--- config.mk ---
export PLATFORM = sky130hd
export DESIGN_NAME = fetch_seq_ctrl
export DESIGN_NICKNAME = d
export VERILOG_FILES = /design/src/rtl/fetch_seq_ctrl.sv
export SDC_FILE = /design/constraint.sdc
export NUM_CORES = 1
export LEC_CHECK = 0
export ABC_CLOCK_PERIOD_IN_PS = 3200
export CORE_ASPECT_RATIO = 0.8
export CORE_UTILIZATION = 59
export DETAILED_ROUTE_END_ITERATION = 12
export DONT_BUFFER_PORTS = 1
export PLACE_DENSITY = 0.78
export SLEW_MARGIN = 20
export SYNTH_ARGS = -nofsm -noshare
export SYNTH_HDL_FRONTEND = slang
export SYNTH_SLANG_ARGS = --single-unit
--- constraint.sdc ---
create_clock -name clk -period 3.2 [get_ports clk]
set_clock_uncertainty 0.05 [all_clocks]
set_input_delay 0.64 -clock clk [delete_from_list [all_inputs] [get_ports clk]]
set_output_delay 0.64 -clock clk [all_outputs]
set_load 0.005 [all_outputs]
--- src/rtl/fetch_seq_ctrl.sv ---
// Multi-cycle fetch/PC sequencer: req/gnt/rvalid fetch, instruction hold, next-PC and fault capture.
// Optional macro FETCH_TIMEOUT_EN adds a WAIT-state timeout that raises fault cause 10.
//
// state | meaning
// FETCH | imem_req high at pc, waiting for gnt
// WAIT  | request accepted, waiting for rvalid
// EXEC  | ins valid; advance pc when stall is low
// HALT  | fault captured, frozen until rst
module fetch_seq_ctrl #(
    parameter logic [31:0] RESET_PC = 32'h0000_0000,
    parameter int unsigned TIMEOUT  = 255
) (
    input  logic        clk,
    input  logic        rst,
    output logic        imem_req,
    output logic [31:0] imem_addr,
    input  logic        imem_gnt,
    input  logic        imem_rvalid,
    input  logic [31:0] imem_rdata,
    output logic [31:0] ins,
    output logic        ins_valid,
    input  logic [31:0] imm,
    input  logic [31:0] rs1_val,
    input  logic        br_taken,
    input  logic        stall,
    output logic [31:0] pc,
    output logic [31:0] pc_plus4,
    output logic        retire,
    output logic        fault,
    output logic [1:0]  fault_cause,
    output logic [31:0] fault_pc
);

    typedef enum logic [1:0] {
        S_FETCH = 2'd0,
        S_WAIT  = 2'd1,
        S_EXEC  = 2'd2,
        S_HALT  = 2'd3
    } state_t;

    localparam logic [31:0] INS_NOP     = 32'h0000_0013;
    localparam logic [6:0]  OP_JAL      = 7'h6f;
    localparam logic [6:0]  OP_JALR     = 7'h67;
    localparam logic [6:0]  OP_BRANCH   = 7'h63;
    localparam logic [1:0]  CAUSE_ALIGN = 2'b01;

    generate
        if (TIMEOUT < 1 || TIMEOUT > 255) begin : g_bad_timeout
            $error("fetch_seq_ctrl: TIMEOUT must be in 1..255");
        end
    endgenerate

    state_t      state_q, state_d;
    logic [31:0] pc_q, pc_d;
    logic [31:0] ins_q, ins_d;
    logic        fault_q, fault_d;
    logic [1:0]  fault_cause_q, fault_cause_d;
    logic [31:0] fault_pc_q, fault_pc_d;
    logic [31:0] target;
    logic [31:0] seq_pc;
    logic        retire_c;

`ifdef FETCH_TIMEOUT_EN
    localparam logic [7:0] TMO_LIMIT = 8'(TIMEOUT);
    localparam logic [1:0] CAUSE_TMO = 2'b10;
    logic [7:0] tmo_cnt_q, tmo_cnt_d;
`endif

    assign seq_pc = pc_q + 32'd4;

    always_comb begin
        target = seq_pc;
        case (ins_q[6:0])
            OP_JAL:    target = pc_q + imm;
            OP_JALR:   target = (rs1_val + imm) & ~32'd1;
            OP_BRANCH: target = br_taken ? (pc_q + imm) : seq_pc;
            default:   target = seq_pc;
        endcase
    end

    always_comb begin
        state_d       = state_q;
        pc_d          = pc_q;
        ins_d         = ins_q;
        fault_d       = fault_q;
        fault_cause_d = fault_cause_q;
        fault_pc_d    = fault_pc_q;
        retire_c      = 1'b0;
`ifdef FETCH_TIMEOUT_EN
        tmo_cnt_d     = tmo_cnt_q;
`endif
        case (state_q)
            S_FETCH: begin
                if (imem_gnt) begin
                    state_d = S_WAIT;
`ifdef FETCH_TIMEOUT_EN
                    tmo_cnt_d = 8'd0;
`endif
                end
            end
            S_WAIT: begin
                // rvalid wins over a timeout reached in the same cycle
                if (imem_rvalid) begin
                    ins_d   = imem_rdata;
                    state_d = S_EXEC;
                end
`ifdef FETCH_TIMEOUT_EN
                else begin
                    tmo_cnt_d = tmo_cnt_q + 8'd1;
                    if (tmo_cnt_d == TMO_LIMIT) begin
                        state_d       = S_HALT;
                        fault_d       = 1'b1;
                        fault_cause_d = CAUSE_TMO;
                        fault_pc_d    = pc_q;
                    end
                end
`endif
            end
            S_EXEC: begin
                if (!stall) begin
                    if (target[1:0] != 2'b00) begin
                        state_d       = S_HALT;
                        fault_d       = 1'b1;
                        fault_cause_d = CAUSE_ALIGN;
                        fault_pc_d    = target;
                    end else begin
                        pc_d     = target;
                        retire_c = 1'b1;
                        state_d  = S_FETCH;
                    end
                end
            end
            S_HALT: begin
                state_d = S_HALT;
            end
            default: state_d = S_FETCH;
        endcase
    end

    always_ff @(posedge clk) begin
        if (rst) begin
            state_q       <= S_FETCH;
            pc_q          <= RESET_PC;
            ins_q         <= INS_NOP;
            fault_q       <= 1'b0;
            fault_cause_q <= 2'b00;
            fault_pc_q    <= 32'd0;
`ifdef FETCH_TIMEOUT_EN
            tmo_cnt_q     <= 8'd0;
`endif
        end else begin
            state_q       <= state_d;
            pc_q          <= pc_d;
            ins_q         <= ins_d;
            fault_q       <= fault_d;
            fault_cause_q <= fault_cause_d;
            fault_pc_q    <= fault_pc_d;
`ifdef FETCH_TIMEOUT_EN
            tmo_cnt_q     <= tmo_cnt_d;
`endif
        end
    end

    assign imem_req    = (state_q == S_FETCH) && !rst;
    assign imem_addr   = pc_q;
    assign ins         = ins_q;
    assign ins_valid   = (state_q == S_EXEC);
    assign pc          = pc_q;
    assign pc_plus4    = seq_pc;
    assign retire      = retire_c && !rst;
    assign fault       = fault_q;
    assign fault_cause = fault_cause_q;
    assign fault_pc    = fault_pc_q;

endmodule

==> flow_summary.yaml, run 1 <==
status:
  status: "finished clean"
setup_path:
  end_kind: "output pin"
  worst-path-buf-inv: 1
  cp_max_fo: 9
  crit_arrival_ns: 2.39
  max_stage_delay_ns: 0.56
  crit_family: "simple AND/OR/NAND/NOR gates"
  path_cells: "and4_1, nand4_1, buf_4, nor3_1, nand3_1, xnor2_1"
  critPathSlowestCell: "dfxtp_1"
  crit_required_ns: 2.51
  worstSetupPathType: "reg -> out"
  critPathLaunchType: "flop"
synth:
  synth_flop_cell: "dfxtp_1"
  synth_cell_type_count: 85
  synth_area_leaders: "dfxtp_1 (23%), ha_1 (9.0%), nand2_1 (5.7%), a21oi_1 (5.6%), nor2_1 (5.2%)"
  syn_area_per_cell_um2: 7.598
  synth_top_area_share_pct: 22.92
  synthArstFlopShare_pct: 0
  syn_area_um2: 8647
  netlist_top_cells_count: "nand2_1 (132), nor2_1 (119), dfxtp_1 (99)"
  ys_seq_area_share_pct: 22.92
  synth.most_common_cell: "nand2_1"
  yosys_warnings: 0
  yosys.area.top_type: "dfxtp_1"
  ys_ff_latch: 99
  synth-edff-count: 0
  syn_inst: 1138
  syn_nets: 1304
routing:
  dr_total_vias: 8790
  drc: 0
  drt-pass1-iter-count: 6
  postRouteWirelength_um: 28680
  via_per_inst: 6.584
  drtIter0Drc: 900
  ant_nets: 0
  wire_per_inst_um: 21.48
floorplanning:
  die_h_um: 110.3
  core_area_um2: 14300
  die_w_um: 137.4
  start_util_pct: 60.48
  dieArea_um2: 15150
  boundaryPins: 268
  rows: 39
global_route:
  use_met3_pct: 12.71
  grt.busiest_layer: "met2"
  antenna_found_initial: 0
  use_met1_pct: 49.94
  grt_max_degree: 102
  grt_usage_pct: 36.86
  overflow: 0
  grt_pass1_wl_um: 42390
  grt_pass1_vias: 7885
  use_met2_pct: 54.58
placed_design:
  hpwl_um: 22230
  place_congestion: 0.9991
  port_buffers: 0
  placed_cell_area_um2: 9084
clocking:
  hold_buffers: 0
  numCtsBuffers: 9
  clk_path_buf_depth: 2
  path_clk_slew_ns: 0.08
  clock-sinks: 99
  cts_root_buffer: "clkbuf_16"
  cts_max_level: 3
  cts_tree: "yes"
  clk-insertion-delay-late_ns: 0.36
sta:
  finalMaxSlewViolations: 0
  relSlewSlack_pct: 58.51
  fmax_ghz: 0.3248
  worst_hold_slack_ns: 0.2891
  worst_pin_slew_ns: 0.6224
  rsz0062_at_grt: "false"
  finalCritPeriodShare_pct: 96.22
  fin_crit_ns: 3.079
  report.final.hold_viol_count: 0
  setup_viol: 0
final_layout:
  final_cell_area_um2: 9414
  area_growth_pct: 8.870
  drive_above_1_share_pct: 12.42
  nets: 1312
  n_antenna_cell: 0
job:
  max-cap-violations: 0
power:
  power_density_nw_per_um2: 353.3
  p_leak_nw: 3.724
  ir_worst_vdd_mv: 0.2566
hold_path:
  holdCritPathClass: "in -> reg"
kinds of logic after synthesis:
family	share of synthesized area (%)
fa+ha+maj	9.434
buf+inv	7.553
other cells	0.04337
compound gates	28.64
flops	22.92
simple gates	23.21
mux	1.114
xor+xnor	7.090
timing repair:
action | CTS | global route
endpoints found under the setup margin | 1 | 2
resized for setup | 1 | 2
buffers inserted | 0 | 0
registers in the layout (all words and copies together), names as in the netlist:
| signal | cells |
|---|---|
| fault_pc | 32 |
| imem_addr | 32 |
| ins | 32 |
| state_q | 2 |
| fault_cause | 1 |
routing by layer:
metal / wire length [um] / part of all wire [%]
met5: 0 / 0
met2: 12000 / 42
met4: 495 / 1.7
met3: 3852 / 13
met1: 12330 / 43
power breakdown:
group / switching, W / internal [W]
clock: 0.000584 / 0.000565
combinational: 0.000509 / 0.000359
sequential: 0.0000421 / 0.00127
total: 0.00113 / 0.00219
stage by stage:
stage	power [W]	TNS, ns	std cells	util (%)	setup slack (ns)
2_1_floorplan	0.001965	0	1138	-	0.08498
3_3_place_gp	0.002170	-0.01413	1319	63.53	-0.007704
3_5_place_dp	0.002179	-0.1929	1319	63.53	-0.06817
4_1_cts	0.003315	0	1335	65.80	0.04004
5_1_grt	0.003465	0	1335	65.84	0.01079
6_report	0.003326	0	1335	65.84	0.1211
cell usage in the layout (no fill, tap or decap), drive strengths merged, types with 13 or more instances in the layout:
master and instances:
nand3 33, xor2 25, xnor2 45, o21ai 49
dfxtp 99, nor3 23, a21o 27, inv 29
nand4 15, ha 62, and3 15, nand2 132
buf 95, nor2 120, a211oi 68, a21oi 97
nand2b 13
final timing paths:
check,start,end,slack (ns),depth (start not counted)
worst min-delay path,rst,ins[26]$_SDFFE_PP0P_,0.29,1
worst min register to register,ins[24]$_SDFFE_PP0P_,ins[24]$_SDFFE_PP0P_,0.42,2
worst max register to register,imem_addr[0]$_SDFFE_PP0P_,fault_pc[30]$_SDFFE_PP0P_,0.20,12
worst max-delay path,imem_addr[11]$_SDFFE_PP0P_,pc_plus4[31],0.12,6
area by class of cell:
cell class	instances	area [um2]
multi-input combinational	914	6031
fill	1268	4883
sequential	99	1982
timing repair buffer	95	750.7
tap	184	230.2
clock buffer	9	225.2
inverter	27	101.3
clock inverter	7	93.84
Note: power is estimated with default switching activity, not from simulation.
==> inputs of run 2 (changes only) <==
--- a/config.mk
+++ b/config.mk
@@ -5,12 +5,13 @@
 export SDC_FILE = /design/constraint.sdc
 export NUM_CORES = 1
 export LEC_CHECK = 0
-export ABC_CLOCK_PERIOD_IN_PS = 3200
+export ABC_CLOCK_PERIOD_IN_PS = 3700
 export CORE_ASPECT_RATIO = 0.8
-export CORE_UTILIZATION = 59
+export CORE_UTILIZATION = 60
+export CTS_BUF_LIST = sky130_fd_sc_hd__clkbuf_4
 export DETAILED_ROUTE_END_ITERATION = 12
 export DONT_BUFFER_PORTS = 1
-export PLACE_DENSITY = 0.78
+export PLACE_DENSITY = 0.76
 export SLEW_MARGIN = 20
 export SYNTH_ARGS = -nofsm -noshare
 export SYNTH_HDL_FRONTEND = slang
==> constraint.sdc (replaced) <==
create_clock -name clk -period 3.7 [get_ports clk]
set_clock_uncertainty 0.05 [all_clocks]
set_input_delay 0.74 -clock clk [delete_from_list [all_inputs] [get_ports clk]]
set_output_delay 0.74 -clock clk [all_outputs]
set_load 0.005 [all_outputs]
==> flow_summary.yaml, run 2 (same netlist as run 1, synthesis figures left out) <==
placed_design:
  placed_cell_area_um2: 8513
  hpwl_um: 21010
  place_congestion: 1.008
  port_buffers: 0
job:
  max-cap-violations: 0
floorplanning:
  boundaryPins: 268
  core_area_um2: 13790
  die_w_um: 136.2
  rows: 38
  dieArea_um2: 14900
  die_h_um: 109.4
  start_util_pct: 62.71
sta:
  finalMaxSlewViolations: 0
  setup_viol: 0
  relSlewSlack_pct: 53.21
  fin_tns_setup_ns: 0
  rsz0062_at_grt: "false"
  finalCritPeriodShare_pct: 95.80
  report.final.hold_viol_count: 0
  worst_pin_slew_ns: 0.7019
  fin_crit_ns: 3.544
  fmax_ghz: 0.2821
power:
  power_frac_seq_pct: 46.1
  combinationalPowerShare_pct: 27.1
  power.switching_w: 0.0008944
  switching_share_pct: 35.90
  ir_worst_vdd_mv: 0.2647
  p_leak_nw: 3.310
  p_int_w: 0.001597
  p_clk_share_pct: 26.8
  power_density_nw_per_um2: 285.9
  power.total_w: 0.002491
hold_path:
  hp-start: "rst"
  holdCritPathClass: "in -> reg"
final_layout:
  layout_common_cells: "nand2_1 (132), nor2_1 (119), dfxtp_1 (99)"
  final_common_cell: "nand2_1"
  nets: 1243
  final_cell_area_um2: 8715
  drive_above_1_share_pct: 6.747
  n_antenna_cell: 0
  area_growth_pct: 0.7814
routing:
  drt-pass1-iter-count: 5
  wire_per_inst_um: 21.78
  drtIter0Drc: 871
  via_per_inst: 6.728
  dr_total_vias: 8491
  postRouteWirelength_um: 27490
  ant_nets: 0
  drc: 0
clocking:
  clock-sinks: 99
  numCtsBuffers: 9
  cts_max_level: 3
  path_clk_slew_ns: 0.18
  clk-insertion-delay-late_ns: 0.49
  cts_tree: "yes"
  hold_buffers: 0
  cts_root_buffer: "clkbuf_4"
  clk_path_buf_depth: 2
setup_path:
  cp_max_fo: 6
  crit_path_start: "imem_addr[3]$_SDFFE_PP0P_"
  critPathLaunchType: "flop"
  end_kind: "output pin"
  worstSetupPathType: "reg -> out"
  r2r_start: "imem_addr[1]$_SDFFE_PP0P_"
  crit_required_ns: 2.91
  crit_arrival_ns: 2.75
global_route:
  use_met3_pct: 13.09
  use_met1_pct: 51.14
  grt.busiest_layer: "met2"
  grt_pass1_wl_um: 41230
  grt_usage_pct: 36.01
  overflow: 0
  grt_pass1_vias: 7517
  grt_max_degree: 102
  antenna_found_initial: 0
  use_met2_pct: 51.27
status:
  status: "finished clean"
-- run 2: stage by stage --
stage | utilization, % | hold slack [ns] | instances | setup slack [ns]
after floorplan | - | 0.4027 | 1138 | 0.4850
after global placement | 61.74 | 0.4072 | 1243 | 0.2844
after detailed placement | 61.74 | 0.4122 | 1243 | 0.2136
after CTS | 62.99 | 0.2063 | 1259 | 0.1252
after global routing | 63.20 | 0.1902 | 1262 | 0.006264
final | 63.20 | 0.2362 | 1262 | 0.1556
-- run 2: power groups by stage --
| stage | clock, W | combinational, W | sequential, W |
|---|---|---|---|
| 5_1_grt | 0.000729 | 0.000739 | 0.00115 |
| 6_report | 0.000668 | 0.000675 | 0.00115 |
| 3_5_place_dp | 0 | 0.000653 | 0.00117 |
| 4_1_cts | 0.000683 | 0.000658 | 0.00115 |
| 2_1_floorplan | 0 | 0.000543 | 0.00116 |
| 3_3_place_gp | 0 | 0.000650 | 0.00117 |
-- run 2: layout make-up --
class | count | area (um2)
tap | 180 | 225.2
multi-input combinational | 914 | 6026
clock inverter | 7 | 105.1
timing repair buffer | 26 | 207.7
clock buffer | 9 | 67.56
fill | 1260 | 5074
sequential | 99 | 1982
inverter | 27 | 101.3
-- run 2: routing by layer --
layer  routed length, um  vias to the layer above
met2               11420                      518
met1               11950                     3911
met3                3756                       39
li1                    -                     4023
met4                 366                        0
met5                   0                        -
-- run 2: critical path, cell delays in order, from the launching register on --
cell     delay (ns)
dfxtp_1        0.35
buf_4          0.15
ha_1           0.25
and4_1         0.32
nand3_1        0.36
nor2_1         0.25
nand4_1        0.13
xnor2_1        0.44
-- run 2: final timing paths --
kind / to / slack [ns] / depth (start not counted)
max: pc_plus4[24] / 0.16 / 7
min: ins[22]$_SDFFE_PP0P_ / 0.24 / 1
max reg2reg: fault_pc[28]$_SDFFE_PP0P_ / 0.42 / 10
min reg2reg: ins[29]$_SDFFE_PP0P_ / 0.43 / 2
-- run 2: repair_timing --
item	CTS	global route
setup endpoints to repair	0	3
buffers inserted	0	3
resized for setup	0	1
==> inputs of run 3 (changes only) <==
--- a/config.mk
+++ b/config.mk
@@ -5,7 +5,7 @@
 export SDC_FILE = /design/constraint.sdc
 export NUM_CORES = 1
 export LEC_CHECK = 0
-export ABC_CLOCK_PERIOD_IN_PS = 3700
+export ABC_CLOCK_PERIOD_IN_PS = 4200
 export CORE_ASPECT_RATIO = 0.8
 export CORE_UTILIZATION = 60
 export CTS_BUF_LIST = sky130_fd_sc_hd__clkbuf_4
==> constraint.sdc (replaced) <==
create_clock -name clk -period 4.2 [get_ports clk]
set_clock_uncertainty 0.05 [all_clocks]
set_input_delay 0.84 -clock clk [delete_from_list [all_inputs] [get_ports clk]]
set_output_delay 0.84 -clock clk [all_outputs]
set_load 0.005 [all_outputs]
==> flow_summary.yaml, run 3 (same netlist as run 1, synthesis figures left out) <==
setup_path:
  cp_max_fo: 7
  critPathLaunchType: "flop"
  crit_arrival_ns: 2.95
  rrSetupSlack_ns: 0.89
  end_kind: "output pin"
  r2r_start: "imem_addr[0]$_SDFFE_PP0P_"
  ff2ff_path_depth: 12
  crit_required_ns: 3.31
  reg2reg_to: "fault_pc[28]$_SDFFE_PP0P_"
  worstSetupPathType: "reg -> out"
global_route:
  overflow: 0
  grt_usage_pct: 36.03
  antenna_found_initial: 0
  grt_pass1_vias: 7567
  grt_max_degree: 102
  grt_pass1_wl_um: 41170
hold_path:
  holdCritPathClass: "in -> reg"
  min_to: "ins[19]$_SDFFE_PP0P_"
  hp-start: "rst"
  hold_path_depth: 1
power:
  power_frac_seq_pct: 48.1
  p_int_w: 0.001334
  power_density_nw_per_um2: 246.7
  power.total_w: 0.002112
  ir_worst_vdd_mv: 0.2040
  power.switching_w: 0.0007785
  p_clk_share_pct: 24.0
  switching_share_pct: 36.86
  p_leak_nw: 3.224
  combinationalPowerShare_pct: 27.9
clocking:
  clk-insertion-delay-late_ns: 0.49
  cts_root_buffer: "clkbuf_4"
  path_clk_slew_ns: 0.17
  cts_max_level: 3
  cts_resized: 0
  cts_tree: "yes"
  numCtsBuffers: 9
  hold_buffers: 0
  clock-sinks: 99
  clk_path_buf_depth: 2
  cts_setup_buffers: 0
routing:
  drtIter0Drc: 840
  drt-pass1-iter-count: 6
  ant_nets: 0
  via_per_inst: 6.792
  wire_per_inst_um: 22.05
  drc: 0
  dr_total_vias: 8483
  postRouteWirelength_um: 27540
final_layout:
  area.sequential_um2: 1982
  fin_util_pct: 62.10
  final_cell_area_um2: 8562
  nets: 1230
  multi_input_area_um2: 6021
  n_antenna_cell: 0
  fillCellCount: 1307
  layout_common_cells: "nand2_1 (132), nor2_1 (119), dfxtp_1 (99)"
  area_growth_pct: -0.9840
  final_common_cell: "nand2_1"
  drive_above_1_share_pct: 5.426
floorplanning:
  boundaryPins: 268
  die_w_um: 136.2
  dieArea_um2: 14900
  start_util_pct: 62.71
  rows: 38
  core_area_um2: 13790
  die_h_um: 109.4
sta:
  finalMaxSlewViolations: 0
  worst_pin_slew_ns: 0.7172
  fin_tns_setup_ns: 0
  finalCritPeriodShare_pct: 91.32
  fin_crit_ns: 3.835
  relSlewSlack_pct: 51.74
  fmax_ghz: 0.2607
  rsz0062_at_grt: "false"
  report.final.hold_viol_count: 0
  setup_viol: 0
job:
  max-cap-violations: 0
status:
  status: "finished clean"
placed_design:
  placed_cell_area_um2: 8426
  port_buffers: 0
  hpwl_um: 21150
  place_congestion: 1.004
run 3: power groups by stage:
stage	clock, W	combinational (W)	sequential [W]
after CTS	0.000512	0.000572	0.00102
after global placement	0	0.000567	0.00103
after floorplan	0	0.000479	0.00102
after global routing	0.000546	0.000643	0.00102
final	0.000506	0.000590	0.00102
after detailed placement	0	0.000568	0.00104
run 3: metal layers:
| layer | up-vias | part of all wire, % | track usage (%) |
|---|---|---|---|
| li1 | 3994 | - | - |
| met1 | 3899 | 43 | 51.49 |
| met2 | 548 | 41 | 51.70 |
| met3 | 42 | 14 | 11.16 |
| met4 | 0 | 2.0 | 9.603 |
| met5 | - | 0 | 0 |
run 3: worst max-delay path, cell delays in order, from the launching register on:
cell and delay (ns):
dfxtp_1 0.56, ha_1 0.28, and4_1 0.36, nand3_1 0.41, nor3_1 0.41, nand3_1 0.14
xnor2_1 0.30
run 3: worst max path at each step:
| stage | from | endpoint | cells past startpoint |
|---|---|---|---|
| floorplan | imm[0] | fault_pc[28]$_SDFFE_PP0P_ | 11 |
| finish | imem_addr[2]$_SDFFE_PP0P_ | pc_plus4[28] | 6 |
| detailed placement | imm[0] | fault_pc[28]$_SDFFE_PP0P_ | 11 |
| global placement | imm[0] | fault_pc[28]$_SDFFE_PP0P_ | 11 |
| global route | imem_addr[0]$_SDFFE_PP0P_ | retire | 8 |
| CTS | imem_addr[0]$_SDFFE_PP0P_ | retire | 8 |
run 3: final cells by class:
| class | count | share of cell area (%) |
|---|---|---|
| multi-input cells | 914 | 70.32 |
| clock inverters | 7 | 0.7891 |
| flip-flops and latches | 99 | 23.15 |
| inverters | 27 | 1.184 |
| clock buffers | 9 | 0.7891 |
| repair buffers | 13 | 1.140 |
| well taps | 180 | 2.630 |
run 3: metrics by stage:
step / setup slack, ns / hold WS, ns / std cells
after floorplan: 0.8850 / 0.4027 / 1138
after global placement: 0.6097 / 0.4072 / 1233
after detailed placement: 0.5849 / 0.4132 / 1233
after CTS: 0.4091 / 0.3270 / 1249
after global routing: 0.1747 / 0.3152 / 1249
final: 0.3645 / 0.3520 / 1249
